$ cat config.mk
export PLATFORM = sky130hd
export DESIGN_NAME = seq1101_frame_tx_flat
export DESIGN_NICKNAME = d
export VERILOG_FILES = /design/src/rtl/seq1101_pkg.sv /design/src/rtl/seq1101_frame_tx_if.sv /design/src/rtl/seq1101_tracker.sv /design/src/rtl/seq1101_frame_tx.sv /design/src/flat_wrapper.sv
export SDC_FILE = /design/constraint.sdc
export NUM_CORES = 1
export LEC_CHECK = 0
export CAP_MARGIN = 20
export CELL_PAD_IN_SITES_DETAIL_PLACEMENT = 2
export CELL_PAD_IN_SITES_GLOBAL_PLACEMENT = 2
export CORE_MARGIN = 2
export CORE_UTILIZATION = 36
export CTS_BUF_LIST = sky130_fd_sc_hd__clkbuf_16
export DETAILED_ROUTE_END_ITERATION = 6
export PLACE_DENSITY_LB_ADDON = 0.08
export SLEW_MARGIN = 20
export SYNTH_ARGS = -nofsm -noshare
export SYNTH_HDL_FRONTEND = slang
export SYNTH_HIERARCHICAL = 1
export SYNTH_SLANG_ARGS = --single-unit
$ cat constraint.sdc
create_clock -name clk -period 3.1 [get_ports clk]
set_input_delay 0.31 -clock clk [delete_from_list [all_inputs] [get_ports clk]]
set_output_delay 0.31 -clock clk [all_outputs]
set_load 0.05 [all_outputs]
$ cat src/rtl/seq1101_pkg.sv
// Shared types and constants for the framed 1101 transmitter and its tracker.
// The period-3 mask is where hits land when a frame carries back-to-back overlapping 1101s.
package seq1101_pkg;

  localparam int FRAME_LEN = 16;
  localparam int CNT_W     = 3;

  // Overlapping 1101 hits repeat every three bits, first landing on frame bit 3.
  localparam int          HIT_PERIOD       = 3;
  localparam logic [15:0] PERIOD3_HIT_MASK = 16'h9248;

  typedef enum logic [2:0] {
    NOTHING = 3'd0,
    S1      = 3'd1,
    S11     = 3'd2,
    S110    = 3'd3,
    S1101   = 3'd4
  } state_t;

  function automatic logic [FRAME_LEN-1:0] bit_onehot(input logic [3:0] k);
    bit_onehot = {{(FRAME_LEN-1){1'b0}}, 1'b1} << k;
  endfunction

endpackage

$ cat src/rtl/seq1101_frame_tx_if.sv
// Word handshake between a producer and the framed serial transmitter.
interface seq1101_frame_tx_if;

  logic [15:0] tx_data;
  logic        tx_valid;
  logic        tx_ready;

  modport master (output tx_data, output tx_valid, input tx_ready);
  modport slave  (input tx_data, input tx_valid, output tx_ready);

endinterface

$ cat src/rtl/seq1101_tracker.sv
// Overlapping 1101 tracker; hit is asserted combinationally on the bit that completes the pattern.
module seq1101_tracker
  import seq1101_pkg::*;
(
  input  logic   clk,
  input  logic   rst,
  input  logic   clear,
  input  logic   bit_valid,
  input  logic   bit_in,
  output logic   hit,
  output state_t state
);

  state_t state_r;
  state_t state_next_s;

  // Next-state decode for one serial bit.
  always_comb begin
    state_next_s = state_r;
    case (state_r)
      NOTHING: state_next_s = bit_in ? S1    : NOTHING;
      S1:      state_next_s = bit_in ? S11   : NOTHING;
      S11:     state_next_s = bit_in ? S11   : S110;
      S110:    state_next_s = bit_in ? S1101 : NOTHING;
      S1101:   state_next_s = bit_in ? S11   : NOTHING;
      default: state_next_s = NOTHING;
    endcase
  end

  // State register; clear wins so each frame starts from NOTHING.
  always_ff @(posedge clk or posedge rst) begin
    if (rst) begin
      state_r <= NOTHING;
    end else if (clear) begin
      state_r <= NOTHING;
    end else if (bit_valid) begin
      state_r <= state_next_s;
    end
  end

  assign hit   = bit_valid && bit_in && (state_r == S110);
  assign state = state_r;

endmodule

$ cat src/rtl/seq1101_frame_tx.sv
// Framed MSB-first serial transmitter with a double-buffered word input and
// a built-in 1101 tracker that reports the expected per-frame hit mask and count.
module seq1101_frame_tx #(
  parameter int FRAME_LEN = 16,
  parameter int CNT_W     = 3
) (
  input  logic                 clk,
  input  logic                 rst,
  seq1101_frame_tx_if.slave    tx,
  output logic                 sout,
  output logic                 frame_sync,
  output logic                 frame_active,
  output logic [FRAME_LEN-1:0] exp_mask,
  output logic [CNT_W-1:0]     exp_count,
  output logic                 exp_valid,
  output logic                 underrun
);

  localparam int            TW       = $clog2(FRAME_LEN);
  localparam logic [TW-1:0] LAST_BIT = TW'(FRAME_LEN - 1);

  logic [TW-1:0]        timer_r;
  logic [FRAME_LEN-1:0] hold_r;
  logic                 hold_valid_r;
  logic [FRAME_LEN-1:0] shift_r;
  logic                 frame_active_r;
  logic                 frame_sync_r;
  logic [FRAME_LEN-1:0] acc_mask_r;
  logic [CNT_W-1:0]     acc_count_r;
  logic [FRAME_LEN-1:0] exp_mask_r;
  logic [CNT_W-1:0]     exp_count_r;
  logic                 exp_valid_r;
  logic                 underrun_r;

  logic                 frame_end_s;
  logic                 tx_ready_s;
  logic                 accept_s;
  logic                 load_any_s;
  logic [FRAME_LEN-1:0] load_word_s;
  logic                 hit_s;
  seq1101_pkg::state_t  trk_state_s;
  logic [FRAME_LEN-1:0] mask_next_s;
  logic [CNT_W-1:0]     count_next_s;

  assign frame_end_s = (timer_r == LAST_BIT);
  assign tx_ready_s  = !hold_valid_r || frame_end_s;
  assign accept_s    = tx.tx_valid && tx_ready_s;
  // An empty hold at the boundary lets a word arriving on that edge start immediately.
  assign load_any_s  = hold_valid_r || accept_s;
  assign load_word_s = hold_valid_r ? hold_r : tx.tx_data;
  assign tx.tx_ready = tx_ready_s;

  seq1101_tracker u_tracker (
    .clk       (clk),
    .rst       (rst),
    .clear     (frame_end_s),
    .bit_valid (frame_active_r),
    .bit_in    (shift_r[FRAME_LEN-1]),
    .hit       (hit_s),
    .state     (trk_state_s)
  );

  // Accumulator update for the bit currently on sout; hits are honoured only from S110.
  always_comb begin
    mask_next_s  = acc_mask_r;
    count_next_s = acc_count_r;
    if (hit_s && (trk_state_s == seq1101_pkg::S110)) begin
      mask_next_s  = acc_mask_r | seq1101_pkg::bit_onehot(timer_r);
      count_next_s = acc_count_r + CNT_W'(1'b1);
    end else begin
      mask_next_s  = acc_mask_r;
      count_next_s = acc_count_r;
    end
  end

  // Free-running frame timer.
  always_ff @(posedge clk or posedge rst) begin
    if (rst) begin
      timer_r <= '0;
    end else begin
      timer_r <= timer_r + TW'(1'b1);
    end
  end

  // Hold buffer; a word taken while the frame is being loaded from hold waits for the next frame.
  always_ff @(posedge clk or posedge rst) begin
    if (rst) begin
      hold_r       <= '0;
      hold_valid_r <= 1'b0;
    end else if (accept_s && (hold_valid_r || !frame_end_s)) begin
      hold_r       <= tx.tx_data;
      hold_valid_r <= 1'b1;
    end else if (frame_end_s) begin
      hold_valid_r <= 1'b0;
    end
  end

  // Shift register and frame flags.
  always_ff @(posedge clk or posedge rst) begin
    if (rst) begin
      shift_r        <= '0;
      frame_active_r <= 1'b0;
      frame_sync_r   <= 1'b0;
    end else if (frame_end_s) begin
      if (load_any_s) begin
        shift_r        <= load_word_s;
        frame_active_r <= 1'b1;
        frame_sync_r   <= 1'b1;
      end else begin
        shift_r        <= '0;
        frame_active_r <= 1'b0;
        frame_sync_r   <= 1'b0;
      end
    end else begin
      shift_r      <= {shift_r[FRAME_LEN-2:0], 1'b0};
      frame_sync_r <= 1'b0;
    end
  end

  // Per-frame accumulators and the latched expectation outputs.
  always_ff @(posedge clk or posedge rst) begin
    if (rst) begin
      acc_mask_r  <= '0;
      acc_count_r <= '0;
      exp_mask_r  <= '0;
      exp_count_r <= '0;
      exp_valid_r <= 1'b0;
      underrun_r  <= 1'b0;
    end else if (frame_end_s) begin
      exp_valid_r <= frame_active_r;
      underrun_r  <= frame_active_r && !load_any_s;
      if (frame_active_r) begin
        exp_mask_r  <= mask_next_s;
        exp_count_r <= count_next_s;
      end
      acc_mask_r  <= '0;
      acc_count_r <= '0;
    end else begin
      exp_valid_r <= 1'b0;
      underrun_r  <= 1'b0;
      if (frame_active_r) begin
        acc_mask_r  <= mask_next_s;
        acc_count_r <= count_next_s;
      end
    end
  end

  assign sout         = shift_r[FRAME_LEN-1];
  assign frame_sync   = frame_sync_r;
  assign frame_active = frame_active_r;
  assign exp_mask     = exp_mask_r;
  assign exp_count    = exp_count_r;
  assign exp_valid    = exp_valid_r;
  assign underrun     = underrun_r;

endmodule

$ cat src/flat_wrapper.sv
// flat-port wrapper written by rule: the top's interface ports become plain ports
module seq1101_frame_tx_flat 
#(
  parameter int FRAME_LEN = 16,
  parameter int CNT_W     = 3
)
  (clk, rst, sout, frame_sync, frame_active, exp_mask, exp_count, exp_valid, underrun, tx_tx_data, tx_tx_valid, tx_tx_ready);
  seq1101_frame_tx_if tx_i ();
  input  logic clk;
  input  logic rst;
  output logic sout;
  output logic frame_sync;
  output logic frame_active;
  output logic [FRAME_LEN-1:0] exp_mask;
  output logic [CNT_W-1:0] exp_count;
  output logic exp_valid;
  output logic underrun;
  input wire logic [$bits(tx_i.tx_data)-1:0] tx_tx_data;
  input wire logic [$bits(tx_i.tx_valid)-1:0] tx_tx_valid;
  output wire logic [$bits(tx_i.tx_ready)-1:0] tx_tx_ready;
  assign tx_i.tx_data = tx_tx_data;
  assign tx_i.tx_valid = tx_tx_valid;
  assign tx_tx_ready = tx_i.tx_ready;
  seq1101_frame_tx #(.FRAME_LEN(FRAME_LEN), .CNT_W(CNT_W)) u_core (.clk(clk), .rst(rst), .tx(tx_i), .sout(sout), .frame_sync(frame_sync), .frame_active(frame_active), .exp_mask(exp_mask), .exp_count(exp_count), .exp_valid(exp_valid), .underrun(underrun));
endmodule
==> Yosys cells after proc, flatten, opt, wreduce, memory -nomap -nowiden <==
Index checks and enable logic that the tools add are counted.
{ "totals": {"reg_bits": 82, "input_bits": 19, "out_inout_bits": 25, "word_cells": 61} }
{ "classes": {"n_addsub": 2, "n_eq_ne": 5, "shift": 1, "muxes": 22, "n_bitwise": 1, "reduce_logical": 17} }
{ "op_table": {"columns": ["operator", "n"], "rows": [
  ["16-bit 2-to-1 mux", 6],
  ["3-bit 2-to-1 mux", 6],
  ["16-bit bitwise OR", 1],
  ["1-bit by 4-bit left shift with 16-bit output (first input constant)", 1],
  ["3-bit one-hot mux with 4 select lines", 1],
  ["1-bit 2-to-1 mux", 8],
  ["3-bit by 2-bit == test with 1-bit output (second input constant)", 2],
  ["1-bit logical AND", 6],
  ["4-bit by 1-bit adder with 4-bit output (second input constant)", 1],
  ["4-bit == test (second input constant)", 1],
  ["2-bit nonzero test", 2],
  ["3-bit by 1-bit adder with 3-bit output (second input constant)", 1],
  ["3-bit by 1-bit == test with 1-bit output (second input constant)", 1],
  ["3-bit == test (second input constant)", 1],
  ["1-bit logical NOT", 3],
  ["3-bit logical NOT", 1],
  ["1-bit logical OR", 3],
  ["2-bit 2-to-1 mux", 1],
  ["2-bit AND reduction", 1],
  ["2-bit OR reduction", 1]
]} }

==> Logic depth before layout (Yosys ltp) <==
{ "logic_depth": {"depth_word": 7, "ltp_mapped": 7, "mapped_depth_nobuf": 5} }

==> Modules after synthesis <==
The synthesis kept the hierarchy.
{ "modules_own_cells": {"columns": ["module", "n_inst", "cells_per_inst", "area_each_um2", "seq_area_each_um2"], "rows": [
  ["seq1101_frame_tx", 1, 295, 3337.0, 1976.9],
  ["seq1101_tracker", 1, 19, 183.9, 75.1]
]} }

==> Worst setup path after synthesis <==
Ideal clock, no wire load.
{ "synth_path": {"path_kind": "flip-flop to flip-flop", "start": "reg u_core.frame_active_r, in the netlist u_core/frame_active", "end": "reg u_core.acc_count_r[2]", "setup_time_ns": 0.077, "t_arrival_ns": 1.741, "t_required_ns": 3.023, "setup_slack_ns": 1.281, "stages_incl_launch_ff": 8, "n_path_buf": 2, "period_less_slack_ns": 1.819, "cell_sequence": "dfrtp_1 -> nand4_1 -> nor2_1 -> and4b_1 -> buf_2 -> buf_2 -> nand4_1 -> a21oi_1"} }
{ "synth_between": {"elab_chain_cells": 6, "elab_cells_between_ends": 7, "classes_between": "mux: 3; reduce/logical: 4"} }
{ "synth_lines": {"columns": ["item", "line_no", "rtl"], "rows": [
  ["start, declared", "seq1101_frame_tx.sv:26", "logic frame_active_r;"],
  ["start signal, assigned", "seq1101_frame_tx.sv:102", "frame_active_r <= 1'b0;"],
  ["start signal, assigned", "seq1101_frame_tx.sv:107", "frame_active_r <= 1'b1;"],
  ["start signal, assigned", "seq1101_frame_tx.sv:111", "frame_active_r <= 1'b0;"],
  ["1-bit logical AND (2 in a row)", "seq1101_tracker.sv:41", "assign hit = bit_valid && bit_in && (state_r == S110);"],
  ["named net u_core.hit_s", "seq1101_frame_tx.sv:40", "logic hit_s;"],
  ["1-bit logical AND", "seq1101_frame_tx.sv:67", "if (hit_s && (trk_state_s == seq1101_pkg::S110)) begin"],
  ["3-bit 2-to-1 mux", "seq1101_frame_tx.sv:67", null],
  ["3-bit 2-to-1 mux", "seq1101_frame_tx.sv:141", "if (frame_active_r) begin"],
  ["3-bit 2-to-1 mux", "seq1101_frame_tx.sv:129", "end else if (frame_end_s) begin"],
  ["end signal, assigned", "seq1101_frame_tx.sv:143", "acc_count_r <= count_next_s;"],
  ["end, declared", "seq1101_frame_tx.sv:29", "logic [CNT_W-1:0] acc_count_r;"]
]} }
The timed path passes the listed nets, and every way through them passes these cells. The select of a mux whose other input is x is not followed.
A chain may end at the register's enable or synchronous reset.

==> Final worst setup path <==
{ "layout_path": {"start": "reg u_core.timer_r[0]", "end": "out tx_tx_ready"} }
{ "layout_between": {"elab_chain_cells": 2} }
{ "layout_lines": {"columns": ["item", "line_no", "rtl"], "rows": [
  ["start, declared", "seq1101_frame_tx.sv:22", "logic [TW-1:0] timer_r;"],
  ["start signal, assigned", "seq1101_frame_tx.sv:81", "timer_r <= timer_r + TW'(1'b1);"],
  ["4-bit == test", "seq1101_frame_tx.sv:45", "assign frame_end_s = (timer_r == LAST_BIT);"],
  ["1-bit logical OR", "seq1101_frame_tx.sv:46", "assign tx_ready_s = !hold_valid_r || frame_end_s;"],
  ["end, declared", "flat_wrapper.sv:20", "output wire logic [$bits(tx_i.tx_ready)-1:0] tx_tx_ready;"]
]} }
Every way passes these cells.

==> impl_metrics.ini <==
[logic_synthesis]
synth_top_family_by_area = simple AND/OR/NAND/NOR gates
synth_compound_area_frac = 0.126
synth.ff_latch_count = 82
muxShareOfSynthArea = 0.0682
yosys-top-cells-area = dfrtp_1 (58%), nand2_1 (4.9%), nor2_1 (4.9%), mux2_4 (4.3%), a221oi_1 (3.7%)
synth_fa_ha_area_frac = 0.0249
synth_warnings = 6
synth_xor_area_frac = 0.00746
synthesis.nets = 340
yosysTopAreaCell = dfrtp_1
postSynthCellCount = 314
yosysMostFrequentCell = dfrtp_1
yosysUniqueCellTypes = 43
ys_async_sr_fraction = 1.00
netlist_area_mm2 = 0.00352
ys_seq_area_frac = 0.583
synth_edf_count = 0
ys.flop_type = dfrtp_1
ys_top_cells_by_count = dfrtp_1 (82), nand2_1 (46), nor2_1 (46)
postSynthAreaPerCell_um2 = 11.2
synth_top_area_share = 0.583
synth-simple-area-share = 0.148

[status]
status = completed

[die]
die_w_um = 103
core-area_mm2 = 0.00964
io_pins = 44
row_count = 36
die_y_um = 103
dieArea_mm2 = 0.0106
initial_core_util = 0.365

[finish]
fillCellCount = 996
drive_above_1_share = 0.123
fin_nets = 379
area_growth_pct = 24.0
n_antenna_cell = 0
design_area_mm2 = 0.00436

[power_and_ir_drop]
switchingPower_uw = 548
intPower_uw = 1920
ir_drop_v = 0.000240
total_power_uw = 2470
swShare = 0.222
combPwrFrac = 0.072
clkPwrFrac = 0.454
power_frac_seq = 0.474
p_leak_uw = 0.00201
power.density_mw_per_mm2 = 566

[setup_path]
worstSetupPathType = flip-flop to output pin
cp.required_ns = 2.79
timing.rr.start = u_core/frame_active
reg2reg_slack_ns = 0.89
cpPeakStageDelay_ns = 0.83
cp-start-kind = flip-flop
critical_path.max_fanout = 6
end_kind = output pin
rr_worst_depth = 5
worstPathArrival_ns = 2.19
r2r-end = u_core/acc_mask_r[0]
crit_chain = ha_1 > nand3_2 > nand2_1 > clkdlybuf4s50_1
slowest_stage = clkdlybuf4s50_1

[drt]
first_iter_violations = 62
via_count = 2447
firstDrtPassIters = 4
drc = 0
ant_nets = 0
via_per_inst = 4.98
drt_wl_total_mm = 8.19
post_drt_wl_per_cell_um = 16.7

[sta]
rsz0062_at_grt = no
slew_headroom = 0.415
max_freq_ghz = 0.400
fin_crit_ns = 2.50
setup_slack_ns = 0.603
fin_skew_ns = 0.00547
finalHoldViolCount = 0
worst_slew_pin_slew_ns = 0.876
maxSlewViolCount = 0
setup_viol_count_final = 0
holdWs_ns = 0.213
finalCritPeriodShare = 0.806
tns_ns = 0

[placement]
gp_congestion = 0.711
io_buffer_count = 43
place_area_mm2 = 0.00405
place_ws_ns = 0.892
hpwl_mm = 5.30

[clock_network]
clk_latency_ns = 0.33
clock-sinks = 82
hold_buffers = 0
post_cts_buffers = 0
cts_buffers = 9
cts_tree = built
root_buffer = clkbuf_16
clk_pin_slew_ns = 0.06
htree_levels = 3
max-clock-path-buffers = 2
ctsResizeCount = 0

[global_route]
grt_pass1_vias = 2644
grt_max_degree = 42
grt_first_pass_wirelength_mm = 13.9
grt-ovfl-total = 0
antenna_found_initial = 0
gr-usage-all-layers = 0.173

[job]
drv_cap = 0

[worst_hold_path]
hold_path.class = input pin to async pin
-- how the worst max path moves through the flow --
| stage | start | endpoint | slack, ns | depth (start not counted) |
|---|---|---|---|---|
| floorplan | rst | u_core/acc_count_r[0] | 0.77 | 1 |
| global placement | u_core/timer_r[1] | u_core/shift_r[2] | 0.97 | 6 |
| detailed placement | u_core/frame_active | u_core/acc_mask_r[0] | 0.89 | 5 |
| CTS | u_core/timer_r[1] | tx_tx_ready | 0.58 | 4 |
| global route | u_core/hold_valid_r | tx_tx_ready | 0.49 | 2 |
| finish | u_core/timer_r[0] | tx_tx_ready | 0.60 | 4 |
-- per-layer routing --
layer	track usage	up-vias	part of all wire
met1	0.228	1236	0.46
li1	-	1170	-
met5	0	-	0
met3	0.0271	8	0.023
met4	0.0820	0	0.016
met2	0.281	33	0.50
-- placed cells by master, fill, tap and decap left out, types with 7 or more instances in the layout --
master and count:
mux2_2 7, inv_1 12, dfrtp_1 82, ha_1 7, a221oi_1 15, nor2_1 46, clkbuf_16 9, a21oi_1 9
nand2_1 46, a22o_1 9, clkdlybuf4s50_1 43, mux2_4 10
-- critical path, delay by kind of cell, from the launching register on --
| kind | cells | cell delay [ns] |
|---|---|---|
| buffers and inverters | 1 | 0.83 |
| DFF | 1 | 0.40 |
| adders and majority gates | 1 | 0.35 |
| and+or+nand+nor | 2 | 0.26 |
-- state kept, by name (all words and copies together) (netlist names) --
| name | count |
|---|---|
| u_core/acc_mask_r | 16 |
| u_core/exp_mask | 16 |
| u_core/hold_r | 16 |
| u_core/shift_r | 16 |
| u_core/timer_r | 4 |
| u_core/acc_count_r | 3 |
| u_core/exp_count | 3 |
| u_core/u_tracker/state | 3 |
| u_core/exp_valid | 1 |
| u_core/frame_active | 1 |
| u_core/frame_sync | 1 |
| u_core/hold_valid_r | 1 |
| u_core/underrun | 1 |
-- per-stage QoR --
stage               std cells   util
detailed placement        475  0.420
floorplan                 314      -
global route              491  0.453
CTS                       491  0.453
global placement          475  0.420
finish                    491  0.453
-- power groups by stage --
| stage | Sequential (uW) | Combinational, uW | Clock [uW] |
|---|---|---|---|
| floorplan | 1190 | 105 | 0 |
| global placement | 1190 | 176 | 0 |
| detailed placement | 1190 | 181 | 0 |
| CTS | 1170 | 183 | 1150 |
| global route | 1180 | 197 | 1190 |
| finish | 1170 | 177 | 1120 |
-- kinds of logic after synthesis --
group,Yosys count
AND/OR/NAND/NOR,116
flip-flops,82
AO/OA/AOI/OAI,58
buffers and inverters,30
multiplexers,18
adder cells (fa/ha/maj),7
XOR/XNOR,3
-- final cells by class --
type                    instances  area, um2  share of cell area
well taps                     133        166              0.0381
clock inverters                 7       87.6              0.0201
repair buffers                 47        473               0.108
clock buffers                   9        225              0.0516
inverters                      11       42.5             0.00975
multi-input cells             202       1320               0.302
flip-flops and latches         82       2050               0.470
No activity file was read; power rests on OpenSTA's default activity.
